`config.mk`:
```
export PLATFORM = sky130hd
export DESIGN_NAME = imem_fetch_responder_flat
export DESIGN_NICKNAME = d
export VERILOG_FILES = /design/src/rtl/imem_fetch_responder_pkg.sv /design/src/rtl/imem_fetch_responder_if.sv /design/src/rtl/imem_fetch_responder_fifo.sv /design/src/rtl/imem_fetch_responder.sv /design/src/flat_wrapper.sv
export SDC_FILE = /design/constraint.sdc
export NUM_CORES = 1
export LEC_CHECK = 0
export ABC_AREA = 1
export BUFFER_PORTS_ARGS = -buffer_cell sky130_fd_sc_hd__buf_2
export CELL_PAD_IN_SITES_DETAIL_PLACEMENT = 1
export CELL_PAD_IN_SITES_GLOBAL_PLACEMENT = 1
export CORE_ASPECT_RATIO = 1.5
export CORE_MARGIN = 4
export CORE_UTILIZATION = 40
export CTS_CLUSTER_SIZE = 25
export DETAILED_ROUTE_END_ITERATION = 7
export MAX_ROUTING_LAYER = met4
export PLACE_DENSITY_LB_ADDON = 0.15
export SYNTH_ARGS = -nofsm -noshare
export SYNTH_HDL_FRONTEND = slang
export SYNTH_SLANG_ARGS = --single-unit
```
`constraint.sdc`:
```
create_clock -name clk_i -period 2.7 [get_ports clk_i]
set_input_delay 0.405 -clock clk_i [delete_from_list [all_inputs] [get_ports clk_i]]
set_output_delay 0.405 -clock clk_i [all_outputs]
set_load 0.005 [all_outputs]
```
`src/rtl/imem_fetch_responder_pkg.sv`:
```
// core_pkg: shared types for the instruction fetch responder and its queues
package core_pkg;
    localparam int CORE_XLEN = 32;
    typedef struct packed {
        logic [CORE_XLEN-1:0] addr;
        logic [CORE_XLEN-1:0] instr;
    } fetch_entry_t;
    typedef enum logic {RUN, DRAIN} fsm_state_t;
endpackage

```
`src/rtl/imem_fetch_responder_if.sv`:
```
// imem_fetch_responder_if: fetch-stage channel, redirect and instruction memory bus
interface imem_fetch_responder_if #(parameter int XLEN = 32) ();
    logic            fetch_en_i;
    logic            flush_i;
    logic [XLEN-1:0] flush_addr_i;
    logic            out_ready_i;
    logic [XLEN-1:0] out_addr_o;
    logic [XLEN-1:0] out_instr_o;
    logic            out_nstall_o;
    logic            mem_req_o;
    logic [XLEN-1:0] mem_addr_o;
    logic            mem_gnt_i;
    logic            mem_rvalid_i;
    logic [XLEN-1:0] mem_rdata_i;
    modport master (
        input  fetch_en_i, flush_i, flush_addr_i, out_ready_i, mem_gnt_i, mem_rvalid_i, mem_rdata_i,
        output out_addr_o, out_instr_o, out_nstall_o, mem_req_o, mem_addr_o
    );
    modport slave (
        output fetch_en_i, flush_i, flush_addr_i, out_ready_i, mem_gnt_i, mem_rvalid_i, mem_rdata_i,
        input  out_addr_o, out_instr_o, out_nstall_o, mem_req_o, mem_addr_o
    );
endinterface

```
`src/rtl/imem_fetch_responder_fifo.sv`:
```
// fetch_fifo: circular buffer with push/pop/clear and occupancy count; head read combinationally
module fetch_fifo import core_pkg::*; #(
    parameter int WIDTH = 2 * CORE_XLEN,
    parameter int DEPTH = 4,
    localparam int AW = $clog2(DEPTH),
    localparam int CW = AW + 1
) (
    input  logic             clk_i,
    input  logic             rst_ni,
    input  logic             i_push,
    input  logic             i_pop,
    input  logic             i_clear,
    input  logic [WIDTH-1:0] i_data,
    output logic [WIDTH-1:0] o_data,
    output logic [CW-1:0]    o_count
);
    logic [WIDTH-1:0] r_mem [DEPTH];
    logic [AW-1:0]    r_wptr, r_rptr;
    logic [CW-1:0]    r_count;
    logic             w_pop;
    assign w_pop   = i_pop & (r_count != '0);
    assign o_data  = r_mem[r_rptr];
    assign o_count = r_count;
    // Clear takes priority over any push or pop in the same cycle
    always_ff @(posedge clk_i or negedge rst_ni) begin
        if (!rst_ni) begin
            for (int i = 0; i < DEPTH; i++) r_mem[i] <= '0;
            r_wptr  <= '0;
            r_rptr  <= '0;
            r_count <= '0;
        end else if (i_clear) begin
            r_wptr  <= '0;
            r_rptr  <= '0;
            r_count <= '0;
        end else begin
            if (i_push) begin
                r_mem[r_wptr] <= i_data;
                r_wptr        <= r_wptr + 1'b1;
            end
            if (w_pop) r_rptr <= r_rptr + 1'b1;
            r_count <= r_count + CW'(i_push) - CW'(w_pop);
        end
    end
endmodule

```
`src/rtl/imem_fetch_responder.sv`:
```
// imem_fetch_responder: sequential instruction fetch with credit-limited requests and flush/discard
module imem_fetch_responder import core_pkg::*; #(
    parameter int              XLEN     = CORE_XLEN,
    parameter logic [XLEN-1:0] RESET_PC = 32'h1000_0000,
    parameter int              DEPTH    = 4
) (
    input logic                    clk_i,
    input logic                    rst_ni,
    imem_fetch_responder_if.master bus
);
    localparam int CW = $clog2(DEPTH) + 1;
    localparam int SW = CW + 1;
    fsm_state_t      r_state, w_state_n;
    logic [CW-1:0]   r_discard, w_discard_n, w_inflight, w_occupancy;
    logic [XLEN-1:0] r_fetch_addr, w_head_addr;
    logic            w_grant, w_rvalid, w_resp_push, w_resp_pop;
    fetch_entry_t    w_push_entry, w_head;
    assign w_grant      = bus.mem_req_o & bus.mem_gnt_i;
    assign w_rvalid     = bus.mem_rvalid_i & (w_inflight != '0);
    assign w_resp_push  = w_rvalid & (r_state == RUN) & ~bus.flush_i;
    assign w_resp_pop   = bus.out_nstall_o & bus.out_ready_i;
    assign w_push_entry = '{addr: w_head_addr, instr: bus.mem_rdata_i};
    // Credits cover both words still in memory and words waiting in the queue
    assign bus.mem_req_o    = bus.fetch_en_i & ~bus.flush_i & ({1'b0, w_inflight} + {1'b0, w_occupancy} < SW'(DEPTH));
    assign bus.mem_addr_o   = r_fetch_addr;
    assign bus.out_nstall_o = w_occupancy != '0;
    assign bus.out_addr_o   = w_head.addr;
    assign bus.out_instr_o  = w_head.instr;
    always_comb begin
        w_discard_n = r_discard;
        if (bus.flush_i) w_discard_n = w_inflight + CW'(w_grant) - CW'(w_rvalid);
        else if (r_state == DRAIN && w_rvalid) w_discard_n = r_discard - 1'b1;
        w_state_n = (w_discard_n != '0) ? DRAIN : RUN;
    end
    always_ff @(posedge clk_i or negedge rst_ni) begin
        if (!rst_ni) begin
            r_state   <= RUN;
            r_discard <= '0;
        end else begin
            r_state   <= w_state_n;
            r_discard <= w_discard_n;
        end
    end
    always_ff @(posedge clk_i or negedge rst_ni) begin
        if (!rst_ni) r_fetch_addr <= RESET_PC;
        else r_fetch_addr <= bus.flush_i ? {bus.flush_addr_i[XLEN-1:2], 2'b00} : w_grant ? r_fetch_addr + XLEN'(4) : r_fetch_addr;
    end
    fetch_fifo #(.WIDTH(XLEN), .DEPTH(DEPTH)) u_addr_fifo (
        .clk_i, .rst_ni,
        .i_push(w_grant), .i_pop(w_rvalid), .i_clear(1'b0),
        .i_data(r_fetch_addr), .o_data(w_head_addr), .o_count(w_inflight)
    );
    fetch_fifo #(.WIDTH($bits(fetch_entry_t)), .DEPTH(DEPTH)) u_resp_fifo (
        .clk_i, .rst_ni,
        .i_push(w_resp_push), .i_pop(w_resp_pop), .i_clear(bus.flush_i),
        .i_data(w_push_entry), .o_data(w_head), .o_count(w_occupancy)
    );
endmodule

```
`src/flat_wrapper.sv`:
```
// flat-port wrapper written by rule: the top's interface ports become plain ports
module imem_fetch_responder_flat import core_pkg::*;
#(
    parameter int              XLEN     = CORE_XLEN,
    parameter logic [XLEN-1:0] RESET_PC = 32'h1000_0000,
    parameter int              DEPTH    = 4
)
  (clk_i, rst_ni, bus_fetch_en_i, bus_flush_i, bus_flush_addr_i, bus_out_ready_i, bus_mem_gnt_i, bus_mem_rvalid_i, bus_mem_rdata_i, bus_out_addr_o, bus_out_instr_o, bus_out_nstall_o, bus_mem_req_o, bus_mem_addr_o);
  imem_fetch_responder_if #(.XLEN(XLEN)) bus_i ();
  input logic clk_i;
  input logic rst_ni;
  input wire logic [$bits(bus_i.fetch_en_i)-1:0] bus_fetch_en_i;
  input wire logic [$bits(bus_i.flush_i)-1:0] bus_flush_i;
  input wire logic [$bits(bus_i.flush_addr_i)-1:0] bus_flush_addr_i;
  input wire logic [$bits(bus_i.out_ready_i)-1:0] bus_out_ready_i;
  input wire logic [$bits(bus_i.mem_gnt_i)-1:0] bus_mem_gnt_i;
  input wire logic [$bits(bus_i.mem_rvalid_i)-1:0] bus_mem_rvalid_i;
  input wire logic [$bits(bus_i.mem_rdata_i)-1:0] bus_mem_rdata_i;
  output wire logic [$bits(bus_i.out_addr_o)-1:0] bus_out_addr_o;
  output wire logic [$bits(bus_i.out_instr_o)-1:0] bus_out_instr_o;
  output wire logic [$bits(bus_i.out_nstall_o)-1:0] bus_out_nstall_o;
  output wire logic [$bits(bus_i.mem_req_o)-1:0] bus_mem_req_o;
  output wire logic [$bits(bus_i.mem_addr_o)-1:0] bus_mem_addr_o;
  assign bus_i.fetch_en_i = bus_fetch_en_i;
  assign bus_i.flush_i = bus_flush_i;
  assign bus_i.flush_addr_i = bus_flush_addr_i;
  assign bus_i.out_ready_i = bus_out_ready_i;
  assign bus_i.mem_gnt_i = bus_mem_gnt_i;
  assign bus_i.mem_rvalid_i = bus_mem_rvalid_i;
  assign bus_i.mem_rdata_i = bus_mem_rdata_i;
  assign bus_out_addr_o = bus_i.out_addr_o;
  assign bus_out_instr_o = bus_i.out_instr_o;
  assign bus_out_nstall_o = bus_i.out_nstall_o;
  assign bus_mem_req_o = bus_i.mem_req_o;
  assign bus_mem_addr_o = bus_i.mem_addr_o;
  imem_fetch_responder #(.XLEN(XLEN), .RESET_PC(RESET_PC), .DEPTH(DEPTH)) u_core (.clk_i(clk_i), .rst_ni(rst_ni), .bus(bus_i));
endmodule
```
# After elaboration in Yosys (flattened, before gate mapping)
# Cells that the tools add are included.
# totals
wordCells,83
ramBits,0
latchBits,0
rom_bits,0
memories,0
output_inout_bits,98
input_bits,71
reg_bits,434
# op_classes
magnitude_cmp,7
reduce_logical,10
bitwise_logic,15
n_mux,22
shifts,0
n_eq_ne,0
n_mul,0
n_div,0
add_sub_neg,12
# ops
cell,count
256-bit bitwise mux,1
64-bit two-way mux,3
32-bit two-way mux,5
64-bit binary-select mux with 2-bit select,1
128-bit bitwise mux,1
64-bit demux with 2-bit select,1
32-bit binary-select mux with 2-bit select,1
32-bit demux with 2-bit select,1
"32-bit by 3-bit adder with 32-bit output, second input constant",1
"3-bit >= comparator, second input constant",4
2-bit NOT with 3-bit output,4
1-bit bitwise AND,9
3-bit two-way mux,3
3-bit nonzero test,3
3-bit by 1-bit subtractor with 3-bit output,3
"2-bit by 1-bit adder with 2-bit output, second input constant",4
2-bit two-way mux,4
3-bit by 1-bit adder with 3-bit output,2
"3-bit by 1-bit < comparator with 1-bit output, second input constant",2
2-bit nonzero test,3
3-bit by 3-bit adder with 4-bit output,1
"4-bit by 3-bit < comparator with 1-bit output, second input constant",1
1-bit logical AND,3
"3-bit by 1-bit subtractor with 3-bit output, second input constant",1
other kinds (3),4

# Depth between registers and ports, before layout
# Gate-level depths: netlist of run 1.
# logic_depth
ltp_word,9
mapped_depth,17

# Hierarchy
# From an unflattened synthesis of run 1, not the netlist that was laid out.
# hier_totals
cells_unflattened,2420
area_unflattened_um2,20159.3
# modules_own_cells
mod,cells_per_inst,n_inst,area_each_um2,seq_area_each_um2
fetch_fifo (u_core.u_resp_fifo),1306,1,11299.6,6581.3
fetch_fifo (u_core.u_addr_fifo),678,1,6163.4,3378.2
imem_fetch_responder,436,1,2696.3,852.1

# Least setup slack after synthesis of run 1
# No wires, ideal clock.
# synth_path
path_kind,register to register
startpoint,"reg u_core.u_resp_fifo.r_count[1], in the netlist u_core.u_resp_fifo.o_count[1]"
endpoint,reg u_core.r_state
arrival_time_ps,2571
slack_ps,63
period_less_slack_ps,2637
path_buffers,2
required_ps,2634
stages_incl_launch_ff,17
cell_sequence,dfrtp_1 > ha_1 > nand3_1 > nand2_1 > nor2_2 > nand2_2 > inv_4 > buf_4 > buf_4 > ha_1 > ha_1 > inv_1 > ha_1 > or2_2 > nand2_1 > nor2_1 > nand2_1
# synth_between
elab_chain_len,9
# synth_rtl
item,line_no,source
"start, declared",imem_fetch_responder_fifo.sv:19,logic [CW-1:0] r_count;
"start signal, assigned",imem_fetch_responder_fifo.sv:41,r_count <= r_count + CW'(i_push) - CW'(w_pop);
3-bit by 3-bit adder with 4-bit output,imem_fetch_responder.sv:24,"assign bus.mem_req_o = bus.fetch_en_i & ~bus.flush_i & ({1'b0, w_inflight} + {1'b0, w_occupancy} < SW'(DEPTH)) ..."
4-bit by 3-bit < comparator with 1-bit output,imem_fetch_responder.sv:24,
1-bit bitwise AND,imem_fetch_responder.sv:24,
via bus_mem_req_o,flat_wrapper.sv:22,output wire logic [$bits(bus_i.mem_req_o)-1:0] bus_mem_req_o;
1-bit bitwise AND,imem_fetch_responder.sv:18,assign w_grant = bus.mem_req_o & bus.mem_gnt_i;
via u_core.u_addr_fifo.i_push,imem_fetch_responder_fifo.sv:10,"input logic i_push,"
3-bit by 1-bit adder with 3-bit output,imem_fetch_responder.sv:31,if (bus.flush_i) w_discard_n = w_inflight + CW'(w_grant) - CW'(w_rvalid);
3-bit by 1-bit subtractor with 3-bit output,imem_fetch_responder.sv:31,
3-bit two-way mux,imem_fetch_responder.sv:31,
via u_core.w_discard_n[1],imem_fetch_responder.sv:14,"logic [CW-1:0] r_discard, w_discard_n, w_inflight, w_occupancy;"
3-bit nonzero test,imem_fetch_responder.sv:33,w_state_n = (w_discard_n != '0) ? DRAIN : RUN;
1-bit two-way mux,imem_fetch_responder.sv:33,
via u_core.w_state_n,imem_fetch_responder.sv:13,"fsm_state_t r_state, w_state_n;"
"end signal, assigned",imem_fetch_responder.sv:40,r_state <= w_state_n;
"end, declared",imem_fetch_responder.sv:13,
# The timed path passes the listed nets, and every way through them passes these cells.
# A chain may end at the register's enable or synchronous reset.

# Worst setup path in the final report of run 1
# layout_path
startpoint,reg u_core.u_resp_fifo.r_rptr[0]
endpoint,out bus_out_addr_o[31]
# layout_between
elab_chain_len,4
# layout_rtl
item,line_no,source
"start, declared",imem_fetch_responder_fifo.sv:18,"logic [AW-1:0] r_wptr, r_rptr;"
"start signal, assigned",imem_fetch_responder_fifo.sv:40,if (w_pop) r_rptr <= r_rptr + 1'b1;
2-bit NOT with 3-bit output (implied by the code),imem_fetch_responder_fifo.sv:22,assign o_data = r_mem[r_rptr];
64-bit binary-select mux with 2-bit select,imem_fetch_responder_fifo.sv:22,
64-bit two-way mux (implied by the code) (2 in a row),imem_fetch_responder_fifo.sv:22,
"end, declared",flat_wrapper.sv:19,output wire logic [$bits(bus_i.out_addr_o)-1:0] bus_out_addr_o;
# Every way passes these cells. The select of a mux whose other input is x is not followed.

==> results of run 1 <==
[Yosys cell counts, types with 2 or more instances]
master / count
nand2_1: 1003
dfrtp_1: 415
o21ai_0: 312
nor2_1: 236
clkbuf_1: 105
o22ai_1: 92
inv_1: 70
nand3_1: 56
buf_4: 29
ha_1: 20
o21ai_1: 15
o211ai_1: 14
xor2_1: 12
buf_2: 11
nand2_2: 7
inv_2: 5
a21oi_1: 4
nand2_4: 4
or2_2: 3
and2_1: 2
clkinv_1: 2
nand4_1: 2
[cell usage in the layout (no fill, tap or decap), drive strengths merged, types with 2 or more instances in the layout]
cell,n
a21oi,4
and2,2
buf,217
bufinv,4
clkbuf,66
clkinv,8
conb,4
dfrtp,415
ha,20
inv,79
nand2,1014
nand3,56
nand4,2
nor2,238
o211ai,14
o21ai,327
o22ai,92
or2,3
xor2,12
[worst max-delay path by stage]
| stage | cells after the start | from | endpoint | slack, ns |
|---|---|---|---|---|
| 2_1_floorplan | 16 | u_core.u_resp_fifo.o_count[1]$_DFF_PN0_ | u_core.r_state$_DFF_PN0_ | 0.06 |
| 3_5_place_dp | 14 | u_core.u_resp_fifo.o_count[1]$_DFF_PN0_ | u_core.r_state$_DFF_PN0_ | 0.23 |
| 5_1_grt | 6 | u_core.u_resp_fifo.r_rptr[0]$_DFFE_PN0P_ | bus_out_instr_o[15] | 0.03 |
| 6_report | 6 | u_core.u_resp_fifo.r_rptr[0]$_DFFE_PN0P_ | bus_out_addr_o[31] | 0.14 |
| 3_3_place_gp | 14 | u_core.u_addr_fifo.o_count[2]$_DFF_PN0_ | u_core.r_state$_DFF_PN0_ | 0.26 |
| 4_1_cts | 6 | u_core.u_resp_fifo.r_rptr[0]$_DFFE_PN0P_ | bus_out_addr_o[29] | 0.003 |
[sequential cells by signal (all words and copies together) (netlist names)]
register / count
u_core.u_resp_fifo.r_rptr: 2
u_core.r_discard: 3
u_core.u_addr_fifo.r_wptr: 2
u_core.u_addr_fifo.r_rptr: 2
u_core.u_resp_fifo.o_count: 3
u_core.u_resp_fifo.r_wptr: 2
u_core.u_resp_fifo.r_mem: 248
u_core.r_state: 1
u_core.u_addr_fifo.o_count: 3
u_core.u_addr_fifo.r_mem: 120
u_core.bus.mem_addr_o: 30
[layout make-up]
cell class	instances	area, sq um
Tap cell	600	750.7
Timing Repair Buffer	219	1526
Fill cell	5809	25240
Inverter	79	305.3
Clock buffer	65	1291
Multi-Input combinational cell	1793	7865
Clock inverter	13	178.9
Sequential cell	416	10420
[metal layers]
layer	vias to the layer above	GRT usage	routed length [um]
met1	8572	0.2990	26910
met2	311	0.4358	32100
met4	0	0.05786	1327
met3	80	0.02501	2075
li1	8013	-	-
met5	-	-	0
[power by group through the flow]
| stage | logic, mW | clock network, mW | registers [mW] |
|---|---|---|---|
| after floorplan | 4.78 | 0 | 8.80 |
| after global placement | 7.52 | 0 | 9.05 |
| after detailed placement | 7.77 | 0 | 9.14 |
| after CTS | 7.86 | 6.42 | 9.05 |
| after global routing | 8.83 | 6.70 | 9.29 |
| final | 7.78 | 6.26 | 9.07 |
[per-stage QoR]
step                      setup WS, ns  hold slack, ns  power [mW]  cell area, sq um
final                           0.1353         0.07413       23.12             22330
after floorplan                0.06344          0.1094       13.58             19240
after global routing           0.02509         0.06891       24.81             22330
after detailed placement        0.2252          0.4608       16.92             20800
after global placement          0.2574          0.4564       16.57             20800
after CTS                     0.002931         0.05008       23.33             22300
[what timing repair did]
item / in CTS / in global routing
setup endpoints to repair: 5 / 10
resized for setup: 3 / 3
endpoints found under the hold margin: 67 / 0
hold buffers: 1 / 0
pin swaps: 0 / 0
gates cloned: 0 / 1
[logic make-up after synthesis]
kind of cell / after synthesis / share of synthesized area
AND/OR/NAND/NOR: 1317 / 0.2653
AO/OA/AOI/OAI: 438 / 0.1219
flip-flops: 416 / 0.5414
buffers and inverters: 226 / 0.05114
adder cells (fa/ha/maj): 21 / 0.01405
XOR/XNOR: 13 / 0.005921
other: 1 / 0.0001950
[critical path: stages, from the launching register on]
cell and delay, ns:
dfrtp_4 0.54, inv_6 0.17, buf_12 0.22, buf_4 0.23, o21ai_0 0.11, o22ai_1 0.15, buf_2 0.17
==> metrics, run 1 <==
router iterations before antenna repair=5; Num CTS Buffers=44; Initial Utilization=0.4042; synth top area cells=dfrtp_1 (54%), nand2_1 (20%), o21ai_0 (8.1%), nor2_1 (4.6%), o22ai_1 (3.0%); register-to-register setup slack=0.24 ns; asr flop ratio synth=1.000; Worst Path Arrival=2.16 ns; Core Rows=98; gr usage total=0.2440; Logic pwr share=0.337; initial antenna violation count=0; origin of the critical flop-to-flop path=u_core.u_resp_fifo.o_count[1]$_DFF_PN0_; CTS clk-pin slew, worst paths=0.06 ns; DR iter-0 viols=781; Fmax=389.9 MHz; num ports=169; Layout area overhead=16.14%; Final #Nets=2645; mapped cell area=0.01923 sq mm; clock skew=0.02547 ns; top cell type by total area after synthesis=dfrtp_1; final cell count without fillers=3185; crit start category=flip-flop; Static Leak=11.71 nW; Antenna Cells=0; post-DR vias/cell=5.330; Tmin final=2.565 ns; Post-Syn Area per Cell=7.907 sq um; worst hold path depth=3; first-pass GRT wire length=100400 um; Hold Startpoint=bus_flush_addr_i[19]; Floorplan Core Area=0.04758 sq mm; sequential power share=0.392; clock share of power=0.271; Critical Path End Type=output pin; die area=0.05172 sq mm; Vias=16980; largest net degree at the start of global routing=127; Post-Syn Instances=2432; layout cell share with drive strength beyond 1=0.1222; unrepaired setup endpoints after global routing=false; Net Sw Frac=0.3729; Port-buffer cells=162; die height=276.5 um; P per Cell Area=1035 mW/mm^2; Hold Path Class=input pin to flip-flop; Chip Width=187.0 um; Worst Path Max Fanout=31; GRT overflow=0; vias in the first global route=18380; RePlAce Congestion=0.8589; CTS sink cnt=416; final setup violation count=0; P_sw=8.621 mW; postcts setup bufs=0; Cell variety after synth=35; reg2reg path depth=14; #FFs+latches synth=416; Post-DRT Antenna Nets=0; Detailed Route WL=62410 um; detailed placement HPWL=38450 um; Final Max Tran Viols=0; final period utilization=0.9499; Post-Route Utilization=0.4694; Worst Setup Path Type=flip-flop to output pin; area share of the largest cell type after synthesis=0.5400; Synthesis Warnings=0; Reg-to-Reg End=u_core.r_state$_DFF_PN0_; Final Hold Viols=0; cell-internal power=14.50 mW; max_slew headroom=0.5141; worst-margin pin slew=0.7288 ns; EDFF count, synth=0; status=complete, no violations; placed cells=3105; H-tree levels=2; Worst-Skew Late Latency=0.56 ns; Seq/Total Area, Yosys=0.5414; Avg WL per Cell=19.59 um; maxcap violations=0; CTS tree=done; CTS Root Cell=clkbuf_16; DRC errors left=0; Max Root-Sink Buffers=3; Data required, critical path=2.30 ns; Endpoint, Worst Hold=u_core.bus.mem_addr_o[19]$_DFFE_PN0N_; Peak VDD IR=0.4731 mV; main flop type after synthesis=dfrtp_1; Fin Setup TNS=0 ns
No activity file was read; power rests on OpenSTA's default activity.
==> inputs of run 2 (changes only) <==
- CORE_UTILIZATION: 40 -> 42
- CTS_BUF_LIST: unset -> sky130_fd_sc_hd__clkbuf_4
==> metrics, run 2 (synthesis gave the netlist of run 1 again) <==
status=complete, no violations (unchanged); design area=0.02343 sq mm (was 0.02233 sq mm); placed cells=3084 (was 3105); Final #Nets=2796 (was 2645); die height=270.1 um (was 276.5 um); maxcap violations=0 (unchanged); Post-Route Utilization=0.5200 (was 0.4694); Reg with most FFs=u_core.u_resp_fifo.r_mem (unchanged); DR WL met3=2886 um (was 2075 um); H-tree levels=3 (was 2); final cell count without fillers=3357 (was 3185); Critical Path End Type=output pin (unchanged); commonest non-fill, non-tap cell in the layout=nand2_1 (unchanged); worst-margin pin slew=0.6864 ns (was 0.7288 ns); Worst-Skew Late Latency=0.85 ns (was 0.56 ns); Data required, critical path=2.30 ns (about the same); Port-buffer cells=162 (unchanged); Worst Path Max Fanout=18 (was 31); CTS clk-pin slew, worst paths=0.07 ns (was 0.06 ns); CTS Root Cell=clkbuf_4 (was clkbuf_16); Detailed Route WL=66540 um (was 62410 um); Tmin final=2.639 ns (was 2.565 ns); DP Worst Slack=0.2680 ns (was 0.2252 ns); Layout area overhead=21.82% (was 16.14%); Vias=18080 (was 16980); first-pass GRT wire length=106800 um (was 100400 um); Final Max Tran Viols=0 (unchanged); crit start category=flip-flop (unchanged); clock skew=0.06652 ns (was 0.02547 ns); commonest non-fill, non-tap cells in the layout=nand2_1 (1003), dfrtp_1 (413), o21ai_0 (243), nor2_1 (234), clkbuf_4 (168) (was nand2_1 (1003), dfrtp_1 (413), o21ai_0 (312), nor2_1 (236), buf_2 (161)); GRT overflow=0 (unchanged); layout cell share with drive strength beyond 1=0.1662 (was 0.1222); Core Rows=95 (was 98); CTS sink cnt=416 (unchanged); gr usage total=0.2778 (was 0.2440); RePlAce Congestion=0.8453 (was 0.8589); Chip Width=182.7 um (was 187.0 um); P per Cell Area=993.6 mW/mm^2 (was 1035 mW/mm^2); Static Leak=12.34 nW (was 11.71 nW); detailed placement HPWL=38340 um (was 38450 um); CTS tree=done (unchanged); Worst Setup Path Type=flip-flop to output pin (unchanged); Fmax=378.9 MHz (was 389.9 MHz); routed wl met2=34260 um (was 32100 um); Fin Setup TNS=0 ns (unchanged); DR iter-0 viols=1127 (was 781); die area=0.04934 sq mm (was 0.05172 sq mm); router iterations before antenna repair=5 (unchanged); Avg WL per Cell=19.82 um (was 19.59 um); Slowest-stage cell, CP=dfrtp_4 (unchanged); post-DR vias/cell=5.385 (was 5.330); Post-DRT Antenna Nets=0 (unchanged); Num CTS Buffers=107 (was 44); Worst Path Arrival=2.23 ns (was 2.16 ns); Top Layer Used=met4 (unchanged); Max Root-Sink Buffers=3 (unchanged); Hold Path Class=input pin to async pin (was input pin to flip-flop); final worst slack=0.06081 ns (was 0.1353 ns); Initial Utilization=0.4269 (was 0.4042); unrepaired setup endpoints after global routing=true (was false); vias in the first global route=20080 (was 18380); M1 WL=26840 um (was 26910 um); DRC errors left=0 (unchanged); Power Total=23.28 mW (was 23.12 mW); fill count=5525 (was 5809); Final Hold Viols=0 (unchanged); final setup violation count=0 (unchanged); final period utilization=0.9775 (was 0.9499); Peak VDD IR=0.4134 mV (was 0.4731 mV); initial antenna violation count=1 (was 0); max reg flops=248 (unchanged); Floorplan Core Area=0.04505 sq mm (was 0.04758 sq mm); largest net degree at the start of global routing=75 (was 127); max_slew headroom=0.5424 (was 0.5141); num ports=169 (unchanged); CP cell instances=buf_4 > o21ai_0 > o22ai_2 > buf_2 (was inv_6 > buf_12 > buf_4 > o21ai_0 > o22ai_1 > buf_2); slowest stage delay, CP=0.52 ns (was 0.54 ns); Placed Instance Area=0.02075 sq mm (was 0.02080 sq mm); WHS=0.1282 ns (was 0.07413 ns)
-- run 2: layout make-up --
type | count | area (sq um) | share of cell area
flip-flops and latches | 416 | 10420 | 0.4447
multi-input cells | 1793 | 7970 | 0.3402
repair buffers | 307 | 2685 | 0.1146
clock buffers | 168 | 1261 | 0.05384
well taps | 582 | 728.2 | 0.03108
inverters | 79 | 320.3 | 0.01367
clock inverters | 10 | 37.54 | 0.001602
diodes | 2 | 5.005 | 0.0002136
-- run 2: what timing repair did --
| action | 4_1_cts | 5_1_grt |
|---|---|---|
| setup buffers | 18 | 0 |
| cloned | 11 | 2 |
| endpoints found under the setup margin | 62 | 41 |
| hold buffers | 66 | 0 |
| pin swaps | 19 | 6 |
| gates resized for setup | 83 | 40 |
| endpoints found under the hold margin | 284 | 0 |
-- run 2: power by group --
group          leakage (nW)  switching (mW)  internal [mW]  total [mW]
Sequential             5.54            1.08           7.99        9.07
Combinational          6.01            5.42           3.44        8.86
Clock                 0.791            2.58           2.77        5.35
Total                  12.3            9.08           14.2        23.3
-- run 2: worst paths after layout --
check | start | endpoint | slack, ns | depth (start not counted)
setup / recovery | u_core.u_resp_fifo.r_rptr[1]$_DFFE_PN0P_ | bus_out_instr_o[9] | 0.06 | 4
hold / removal | rst_ni | u_core.u_resp_fifo.r_mem[1]$_DFFE_PN0P_ | 0.13 | 2
setup reg to reg | u_core.u_resp_fifo.o_count[1]$_DFF_PN0_ | u_core.r_state$_DFF_PN0_ | 0.30 | 14
hold reg to reg | u_core.u_resp_fifo.r_mem[181]$_DFFE_PN0P_ | u_core.u_resp_fifo.r_mem[181]$_DFFE_PN0P_ | 0.47 | 2
max in group asynchronous | rst_ni | u_core.u_resp_fifo.r_mem[175]$_DFFE_PN0P_ | 1.61 | 3
min in group clk_i | bus_mem_gnt_i | u_core.bus.mem_addr_o[16]$_DFFE_PN0N_ | 0.14 | 5
-- run 2: layer usage --
metal | GRT usage | vias up
li1 | - | 8385
met5 | - | -
met1 | 0.3119 | 9048
met2 | 0.4894 | 490
met4 | 0.1231 | 0
met3 | 0.03894 | 153
-- run 2: worst max-delay path, delay by kind of cell (launching register included) --
kind	cells	cell delay (ns)
buffers and inverters	2	0.46
DFF	1	0.52
AOI/OAI and AO/OA	2	0.43
==> inputs of run 3 (changes only) <==
- CORE_UTILIZATION: 42 -> 30
==> metrics, run 3 (synthesis gave the netlist of run 1 again) <==
CP cell instances=buf_12 > buf_8 > buf_16 > o21ai_4 > o22ai_4 > buf_2 (was buf_4 > o21ai_0 > o22ai_2 > buf_2); CTS sink cnt=416 (unchanged); Worst Path Max Fanout=8 (was 18); origin of the critical flop-to-flop path=u_core.bus.mem_addr_o[3]$_DFFE_PN0N_ (was u_core.u_resp_fifo.o_count[1]$_DFF_PN0_); vias in the first global route=19510 (was 20080); detailed placement HPWL=41050 um (was 38340 um); GRT overflow=0 (unchanged); reg2reg path depth=9 (was 14); Worst Setup Path Type=flip-flop to output pin (unchanged); CTS clk-pin slew, worst paths=0.07 ns (about the same); final period utilization=0.9953 (was 0.9775); initial antenna violation count=1 (unchanged); Num CTS Buffers=109 (was 107); CTS Root Cell=clkbuf_4 (unchanged); register-to-register setup slack=0.18 ns (was 0.30 ns); Critical path buffers and inverters=4 (was 2); clock skew=0.08028 ns (was 0.06652 ns); final setup violation count=0 (unchanged); Post-DRT Antenna Nets=0 (unchanged); worst-margin pin slew=0.7609 ns (was 0.6864 ns); Detailed Route WL=74500 um (was 66540 um); status=complete, no violations (unchanged); worst hold path depth=5; Endpoint, Worst Hold=u_core.bus.mem_addr_o[7]$_DFFE_PN0N_; DRC errors left=0 (unchanged); Static Leak=12.64 nW (was 12.34 nW); Data required, critical path=2.30 ns (about the same); first-pass GRT wire length=113600 um (was 106800 um); Vias=18000 (was 18080); Floorplan Core Area=0.06348 sq mm (was 0.04505 sq mm); Reg with most FFs=u_core.u_resp_fifo.r_mem (unchanged); Worst-Skew Late Latency=0.89 ns (was 0.85 ns); Avg WL per Cell=20.58 um (was 19.82 um); crit start category=flip-flop (unchanged); max reg flops=248 (unchanged); DR iter-0 viols=902 (was 1127); Worst Path Arrival=2.28 ns (was 2.23 ns); Port-buffer cells=162 (unchanged); Power Total=24.61 mW (was 23.28 mW); Fmax=372.1 MHz (was 378.9 MHz); final cell count without fillers=3620 (was 3357); slowest stage delay, CP=0.53 ns (was 0.52 ns); Critical Path Stages=6 (was 4); unrepaired setup endpoints after global routing=true (unchanged); num ports=169 (unchanged); CTS tree=done (unchanged); largest net degree at the start of global routing=86 (was 75); Core Rows=113 (was 95); post-DR vias/cell=4.973 (was 5.385); Hold Path Class=input pin to flip-flop (was input pin to async pin); max_slew headroom=0.4927 (was 0.5424); Final #Nets=2822 (was 2796); die area=0.06830 sq mm (was 0.04934 sq mm); Hold Startpoint=bus_mem_gnt_i; placed cells=3307 (was 3084); Final Hold Viols=0 (unchanged); Critical Path End Type=output pin (unchanged); Largest delay share family, worst path=buffers and inverters (was flip-flops); Chip Width=214.7 um (was 182.7 um); RePlAce Congestion=0.8135 (was 0.8453); WHS=0.1375 ns (was 0.1282 ns); commonest non-fill, non-tap cells in the layout=nand2_1 (1003), dfrtp_1 (412), o21ai_0 (248), nor2_1 (192), clkbuf_4 (172) (was nand2_1 (1003), dfrtp_1 (413), o21ai_0 (243), nor2_1 (234), clkbuf_4 (168)); die height=318.1 um (was 270.1 um); P per Cell Area=997.8 mW/mm^2 (was 993.6 mW/mm^2); H-tree levels=3 (unchanged); router iterations before antenna repair=5 (unchanged); Slowest-stage cell, CP=dfrtp_4 (unchanged); Initial Utilization=0.3029 (was 0.4269); Peak VDD IR=0.3773 mV (was 0.4134 mV); layout cell share with drive strength beyond 1=0.2015 (was 0.1662); Final Max Tran Viols=0 (unchanged); Post-Route Utilization=0.3886 (was 0.5200); commonest non-fill, non-tap cell in the layout=nand2_1 (unchanged); Max Root-Sink Buffers=3 (unchanged); Tmin final=2.687 ns (was 2.639 ns); maxcap violations=0 (unchanged); Layout area overhead=28.28% (was 21.82%); gr usage total=0.2170 (was 0.2778); Reg-to-Reg End=u_core.bus.mem_addr_o[22]$_DFFE_PN0N_ (was u_core.r_state$_DFF_PN0_)
==> run 3: cell types whose count changed in the layout (fill, tap and decap cells not counted), moves of 7 or more <==
cell,change
clkbuf_16,+7
clkinv_1,+7
dlygate4sd3_1,+9
nor2_1,-42
nor2_2,+31
nor2_4,+11
o21ai_1,-31
o21ai_2,+19
o21ai_4,+7
o22ai_1,-12
o22ai_4,+7
==> run 3: worst max-delay path by stage <==
stage                                                   from                        to  slack, ns
detailed placement   u_core.u_resp_fifo.o_count[1]$_DFF_PN0_  u_core.r_state$_DFF_PN0_       0.32
global placement     u_core.u_resp_fifo.o_count[1]$_DFF_PN0_  u_core.r_state$_DFF_PN0_       0.31
finish              u_core.u_resp_fifo.r_rptr[0]$_DFFE_PN0P_        bus_out_addr_o[26]       0.01
global route        u_core.u_resp_fifo.r_rptr[0]$_DFFE_PN0P_       bus_out_instr_o[17]      -0.12
floorplan            u_core.u_resp_fifo.o_count[1]$_DFF_PN0_  u_core.r_state$_DFF_PN0_       0.06
CTS                 u_core.u_resp_fifo.r_rptr[0]$_DFFE_PN0P_        bus_out_instr_o[5]      -0.13
==> run 3: routing by layer <==
| layer | GRT usage | share of wire | vias up | wire, um |
|---|---|---|---|---|
| met4 | 0.08375 | 0.038 | 0 | 2822 |
| met2 | 0.3746 | 0.50 | 391 | 37610 |
| met5 | - | 0 | - | 0 |
| li1 | - | - | 8463 | - |
| met3 | 0.03140 | 0.035 | 129 | 2640 |
| met1 | 0.2562 | 0.42 | 9018 | 31430 |
==> run 3: final cells by class <==
class	count	area, sq um
fill	7591	38810
sequential	416	10420
multi-input combinational	1793	8408
timing repair buffer	331	3095
clock buffer	172	1291
tap	805	1007
inverter	79	320.3
clock inverter	23	125.1
antenna	1	2.502
==> run 3: stage by stage <==
step | setup WS [ns] | cell area, sq um | TNS (ns)
after CTS | -0.1291 | 24030 | -6.342
final | 0.01270 | 24670 | 0
after floorplan | 0.06344 | 19240 | 0
after global placement | 0.3072 | 21030 | 0
after global routing | -0.1218 | 24670 | -4.614
after detailed placement | 0.3152 | 21030 | 0
==> run 3: tightest hold or removal path, stage by stage <==
cell and delay (ns):
buf_2 0.08, nand2_2 0.07, buf_4 0.21, nand3_1 0.09
o211ai_1 0.08
==> run 3: timing repair <==
item                                    4_1_cts  5_1_grt
endpoints found under the setup margin       62       64
pin swaps                                    27       22
resized for setup                           118      120
hold buffers                                 76        0
endpoints found under the hold margin       580        0
buffers inserted                             14        7
cloned                                       12       10
==> run 3: report_power, final <==
group	leakage [nW]	internal, mW	switching [mW]	total [mW]
registers	5.54	7.98	1.15	9.13
logic	6.26	3.84	5.94	9.78
clock network	0.843	2.96	2.74	5.70
total	12.6	14.8	9.83	24.6
